==> config.mk <==
export PLATFORM = sky130hd
export DESIGN_NAME = i281_run_ctrl
export DESIGN_NICKNAME = d
export VERILOG_FILES = /design/src/rtl/i281_run_ctrl.sv
export SDC_FILE = /design/constraint.sdc
export NUM_CORES = 1
export LEC_CHECK = 0
export CAP_MARGIN = 20
export CORE_AREA = 2 2 72 108
export CTS_BUF_LIST = sky130_fd_sc_hd__clkbuf_8
export CTS_CLUSTER_SIZE = 25
export DETAILED_ROUTE_END_ITERATION = 8
export DIE_AREA = 0 0 74 110
export GPL_ROUTABILITY_DRIVEN = 0
export PLACE_DENSITY_LB_ADDON = 0.3
export SLEW_MARGIN = 20
export SYNTH_ARGS = -nofsm -noshare
export SYNTH_HDL_FRONTEND = slang
export SYNTH_SLANG_ARGS = --single-unit
==> constraint.sdc <==
create_clock -name clock -period 3.3 [get_ports clock]
set_input_delay 0.495 -clock clock [delete_from_list [all_inputs] [get_ports clock]]
set_output_delay 0.495 -clock clock [all_outputs]
set_load 0.005 [all_outputs]
==> src/rtl/i281_run_ctrl.sv <==
// Run/step/halt sequencer for the i281 CPU core with a cycle budget and data-memory view.
// Define I281_SNAPSHOT_EN to freeze the data memory on the edge entering HALT or TIMEOUT.
module i281_run_ctrl #(
    parameter int DATA_W       = 8,
    parameter int MEM_DEPTH    = 16,
    parameter int CNT_W        = 16,
    parameter int RESET_CYCLES = 2
) (
    input  logic                          clock,
    input  logic                          reset,
    input  logic                          run_req,
    input  logic                          step_req,
    input  logic                          halt_req,
    input  logic                          clear_req,
    input  logic [CNT_W-1:0]              cycle_limit,
    input  logic [MEM_DEPTH*DATA_W-1:0]   datamem,
    input  logic [$clog2(MEM_DEPTH)-1:0]  sel,
    output logic                          cpu_reset,
    output logic                          cpu_run,
    output logic [2:0]                    state,
    output logic [CNT_W-1:0]              cycle_count,
    output logic                          done,
    output logic [DATA_W-1:0]             snap_data
);

    // state    | meaning
    // ---------+----------------------------------------------------
    // RST_HOLD | CPU held in reset for RESET_CYCLES cycles
    // IDLE     | CPU out of reset, clock enable off, awaiting request
    // RUN      | free-running, clock enable on every cycle
    // STEP     | single clock-enable cycle, then back to IDLE
    // HALT     | stopped on request, resumable with run_req
    // TIMEOUT  | cycle budget used up, left only via clear_req
    typedef enum logic [2:0] {
        ST_RST_HOLD = 3'd0,
        ST_IDLE     = 3'd1,
        ST_RUN      = 3'd2,
        ST_STEP     = 3'd3,
        ST_HALT     = 3'd4,
        ST_TIMEOUT  = 3'd5
    } state_t;

    localparam logic [3:0] HOLD_LAST = 4'(RESET_CYCLES - 1);

    state_t            state_q, state_d;
    logic [3:0]        hold_q, hold_d;
    logic [CNT_W-1:0]  cycle_count_q, cycle_count_d;
    logic              step_arm_q, step_arm_d;
    logic              cpu_reset_q, cpu_reset_d;
    logic              cpu_run_q, cpu_run_d;
    logic              done_q, done_d;
    logic              clear_hit;
    logic              limit_hit;

    logic [DATA_W-1:0] mem_word [MEM_DEPTH];

    for (genvar i = 0; i < MEM_DEPTH; i++) begin : g_word
        assign mem_word[i] = datamem[i*DATA_W +: DATA_W];
    end

    assign clear_hit = clear_req && (state_q != ST_RST_HOLD);

    // Widened by one bit so a saturated counter never aliases onto a small limit.
    assign limit_hit = (cycle_limit != '0) &&
                       (({1'b0, cycle_count_q} + (CNT_W+1)'(1)) == {1'b0, cycle_limit});

    always_comb begin
        state_d       = state_q;
        hold_d        = hold_q;
        cycle_count_d = cycle_count_q;
        step_arm_d    = step_arm_q | ~step_req;

        if (cpu_run_q && (cycle_count_q != '1)) begin
            cycle_count_d = cycle_count_q + CNT_W'(1);
        end

        if (clear_hit) begin
            state_d       = ST_RST_HOLD;
            hold_d        = '0;
            cycle_count_d = '0;
        end else begin
            case (state_q)
                ST_RST_HOLD: begin
                    if (hold_q == HOLD_LAST) begin
                        state_d = ST_IDLE;
                        hold_d  = '0;
                    end else begin
                        hold_d = hold_q + 4'd1;
                    end
                end
                ST_IDLE: begin
                    if (run_req) begin
                        state_d = ST_RUN;
                    end else if (step_req && step_arm_q) begin
                        state_d    = ST_STEP;
                        step_arm_d = 1'b0;
                    end
                end
                ST_RUN: begin
                    if (halt_req) begin
                        state_d = ST_HALT;
                    end else if (limit_hit) begin
                        state_d = ST_TIMEOUT;
                    end
                end
                ST_STEP: begin
                    state_d = ST_IDLE;
                end
                ST_HALT: begin
                    if (run_req && !halt_req) begin
                        state_d = ST_RUN;
                    end
                end
                ST_TIMEOUT: begin
                    state_d = ST_TIMEOUT;
                end
                default: begin
                    state_d = ST_RST_HOLD;
                    hold_d  = '0;
                end
            endcase
        end

        // Outputs decoded from the next state so the flops line up with state_q.
        cpu_reset_d = (state_d == ST_RST_HOLD);
        cpu_run_d   = (state_d == ST_RUN) || (state_d == ST_STEP);
        done_d      = (state_d == ST_HALT) || (state_d == ST_TIMEOUT);
    end

    always_ff @(posedge clock) begin
        if (reset) begin
            state_q       <= ST_RST_HOLD;
            hold_q        <= '0;
            cycle_count_q <= '0;
            step_arm_q    <= 1'b1;
            cpu_reset_q   <= 1'b1;
            cpu_run_q     <= 1'b0;
            done_q        <= 1'b0;
        end else begin
            state_q       <= state_d;
            hold_q        <= hold_d;
            cycle_count_q <= cycle_count_d;
            step_arm_q    <= step_arm_d;
            cpu_reset_q   <= cpu_reset_d;
            cpu_run_q     <= cpu_run_d;
            done_q        <= done_d;
        end
    end

    assign cpu_reset   = cpu_reset_q;
    assign cpu_run     = cpu_run_q;
    assign done        = done_q;
    assign state       = state_q;
    assign cycle_count = cycle_count_q;

`ifdef I281_SNAPSHOT_EN
    logic [DATA_W-1:0] snap_q [MEM_DEPTH];
    logic [DATA_W-1:0] snap_d [MEM_DEPTH];

    always_comb begin
        snap_d = snap_q;
        if (clear_req) begin
            for (int i = 0; i < MEM_DEPTH; i++) begin
                snap_d[i] = '0;
            end
        end else if (done_d && !done_q) begin
            snap_d = mem_word;
        end
    end

    always_ff @(posedge clock) begin
        if (reset) begin
            for (int i = 0; i < MEM_DEPTH; i++) begin
                snap_q[i] <= '0;
            end
        end else begin
            snap_q <= snap_d;
        end
    end

    assign snap_data = snap_q[sel];
`else
    assign snap_data = mem_word[sel];
`endif

endmodule

==> flow_summary.yaml <==
setup_path:
  timing.critical_path.from: "sel[1]"
  path_cells: "clkdlybuf4s50_1, buf_12, mux4_2, mux4_2, clkdlybuf4s50_1"
  critical_path.slowest_cell: "sky130_fd_sc_hd__clkdlybuf4s50_1"
  worstPathArrival_ns: 2.59
  slowest_delay_ns: 0.54
  critical_path.n_buffers_inverters: 3
  worst_r2r_endpoint: "state[1]"
  crit_cells: 5
  critical_path_class: "input port to primary output"
  crit_fanout: 32
  worst-r2r-setup-slack_ns: 0.86
  reg2reg_depth: 7
  setup.worst_path.end_class: "primary output"
  capture_point_of_the_critical_path: "snap_data[5]"
  r2r-start: "cycle_count[0]"
  crit_path_start_kind: "input port"
  worstPathRequired_ns: 2.80
  cpLargestDelayFamily: "buffers and inverters"
final_layout:
  layout.cells.most_common_list: "sky130_fd_sc_hd__clkdlybuf4s50_1, sky130_fd_sc_hd__mux4_2, sky130_fd_sc_hd__nor2_1"
  final_common_cell: "sky130_fd_sc_hd__clkdlybuf4s50_1"
  syn_to_final_growth_pct: 69.2
  nFillCells: 603
  number_of_nets_in_the_layout: 607
  ff_latch_area_um2: 541
  layout-drive-gt1-share_pct: 13.6
  antennaDiodeCount: 0
  multi_input_comb_area_um2: 2110
routing:
  vias_per_cell: 5.54
  detail_route.first_pass.iterations: 4
  wl_per_cell_um: 20.3
  detail_route.drc_violations: 0
  drt_iter0_markers: 101
  num_vias: 3039
  detail_route.wirelength_um: 11100
  final_antenna_net_count: 0
sta:
  post-route-worst-setup-slack_ns: 0.219
  hold_viol: 0
  slew_violations: 0
  maxSlewHeadroom_pct: 63.2
  worstMarginPinSlew_ns: 0.548
  final_clock_skew_ns: 0.00691
  tns_setup_ns: 0
  grt_setup_unrepaired: "no"
  finalCritPeriodShare_pct: 93.4
  setup_violations: 0
  timing.final.crit_period_ns: 3.08
  max_freq_mhz: 325
grt:
  grt_pass1_vias: 3122
  grt_max_degree: 33
  global_route_wire_length_before_repair_um: 16300
  antenna_found_initial: 1
  global_route.usage.total_pct: 26.9
  gr-total-overflow: 0
clock_tree:
  cts.repair.resized: 0
  htreeDepth: 1
  cts_sinks: 27
  tritoncts: "done"
  cts_root_buf: "sky130_fd_sc_hd__clkbuf_8"
  cts_post_setup_buffers_inserted: 0
  worst_skew_pair.late_latency_ns: 0.28
  cts_hold_buffers: 0
  num_cts_buffers: 3
  clk_pin_slew_worst_setup_hold_paths_ns: 0.10
  cts.path.max_buffers: 2
yosys:
  syn-instance-count: 282
  synth_sequential_area_ratio_pct: 19.4
  syn_area_per_cell_um2: 9.88
  synth_cell_type_count: 50
  mappedNetlistArea_um2: 2790
  synth_edf_count: 0
  synth.net_count: 439
  ys_warn_count: 0
  postSynthRegisterBits: 27
  synth-async-reset-ratio_pct: 0
  synth_ff_type: "sky130_fd_sc_hd__dfxtp_1"
run_status:
  run_status: "finished clean"
floorplanning:
  floorplan.io_pins: 184
  dieArea_um2: 8140
  initial_util_pct: 38.8
  die_x_um: 74
  core_area_um2: 7180
  rows: 38
  y_dimension_of_the_die_um: 110
power:
  worst_vdd_drop_uv: 197
  p_leak_nw: 1.59
  power_per_standard_cell_area_nw_per_um2: 275
place:
  port_buffers: 183
  dp_hpwl_um: 9400
  dpl_worst_slack_ns: 0.240
worst_hold_path:
  worst_hold_path_type: "flop to flop"
run:
  max-cap-violations: 0
==> synthesized netlist by cell type (4+ instances only) <==
| cell | count | area share [%] |
|---|---|---|
| sky130_fd_sc_hd__xnor2_1 | 25 | 7.9 |
| sky130_fd_sc_hd__dfxtp_1 | 27 | 19 |
| sky130_fd_sc_hd__and3_1 | 5 | 1.1 |
| sky130_fd_sc_hd__a21oi_1 | 13 | 2.3 |
| sky130_fd_sc_hd__clkbuf_1 | 10 | 1.3 |
| sky130_fd_sc_hd__nor2_1 | 29 | 3.9 |
| sky130_fd_sc_hd__nand4_1 | 9 | 2.0 |
| sky130_fd_sc_hd__o21ai_0 | 9 | 1.6 |
| sky130_fd_sc_hd__buf_2 | 8 | 1.4 |
| sky130_fd_sc_hd__nor4_1 | 4 | 0.90 |
| sky130_fd_sc_hd__nand3_1 | 14 | 2.5 |
| sky130_fd_sc_hd__xor2_1 | 11 | 3.5 |
| sky130_fd_sc_hd__mux4_2 | 40 | 32 |
| sky130_fd_sc_hd__nor3_1 | 6 | 1.1 |
| sky130_fd_sc_hd__nand2_1 | 19 | 2.6 |
==> cell families after synthesis <==
| group | Yosys count | synth area share [%] |
|---|---|---|
| and+or+nand+nor | 104 | 19.6 |
| muxes | 43 | 33.6 |
| AOI/OAI and AO/OA | 42 | 9.83 |
| xor gates and xnor gates | 36 | 11.3 |
| buffers and inverters | 27 | 4.94 |
| DFF | 27 | 19.4 |
| adders and majority gates | 3 | 1.35 |
==> metrics by stage <==
stage / util, % / power, mW / instance area, um^2 / hold WS (ns) / std cells
final: 65.7 / 1.30 / 4720 / 0.502 / 549
after global routing: 65.7 / 1.38 / 4720 / 0.531 / 549
after CTS: 65.7 / 1.31 / 4720 / 0.505 / 549
after detailed placement: 65.0 / 1.11 / 4670 / 0.490 / 545
after global placement: 65.0 / 1.08 / 4670 / 0.471 / 545
after floorplan: - / 0.754 / 2790 / 0.453 / 282
==> report_power, final <==
| part | leakage, nW | switching (mW) | internal, mW |
|---|---|---|---|
| Sequential | 0.218 | 0.0530 | 0.362 |
| Clock | 0.0217 | 0.114 | 0.0861 |
| Combinational | 1.35 | 0.265 | 0.417 |
| Total | 1.59 | 0.433 | 0.865 |
==> tightest hold or removal path, stage by stage, from the launching register on <==
cell and delay [ns]:
sky130_fd_sc_hd__dfxtp_1 0.33, sky130_fd_sc_hd__o21ai_0 0.07, sky130_fd_sc_hd__a21oi_1 0.06
==> layer usage <==
layer	vias up	track usage (%)	part of all wire [%]
met5	-	0	0
met3	26	11.0	14
met2	169	51.3	51
met4	0	9.09	3.0
met1	1434	25.2	32
li1	1410	-	-
==> area by class of cell <==
type / instances / share of cell area (%)
Clock buffer: 3 / 0.876
Inverter: 3 / 0.239
Multi-Input combinational cell: 228 / 44.7
Timing Repair Buffer: 187 / 39.9
Clock inverter: 1 / 0.159
Tap cell: 100 / 2.65
Sequential cell: 27 / 11.5
==> flip-flops by register name (all words and copies together), names as in the netlist <==
| name | flops |
|---|---|
| state | 3 |
| cycle_count | 16 |
| hold_q | 4 |
| step_arm_q | 1 |
| done | 1 |
| cpu_reset | 1 |
| cpu_run | 1 |
==> worst min path at each step <==
stage / start / end / slack (ns) / cells past startpoint
detailed placement: hold_q[3] / hold_q[3] / 0.49 / 2
global route: hold_q[3] / hold_q[3] / 0.53 / 2
global placement: step_arm_q / step_arm_q / 0.47 / 2
CTS: hold_q[3] / hold_q[3] / 0.50 / 2
floorplan: hold_q[3] / hold_q[3] / 0.45 / 2
finish: hold_q[3] / hold_q[3] / 0.50 / 2
(Power assumes the default switching activity.)
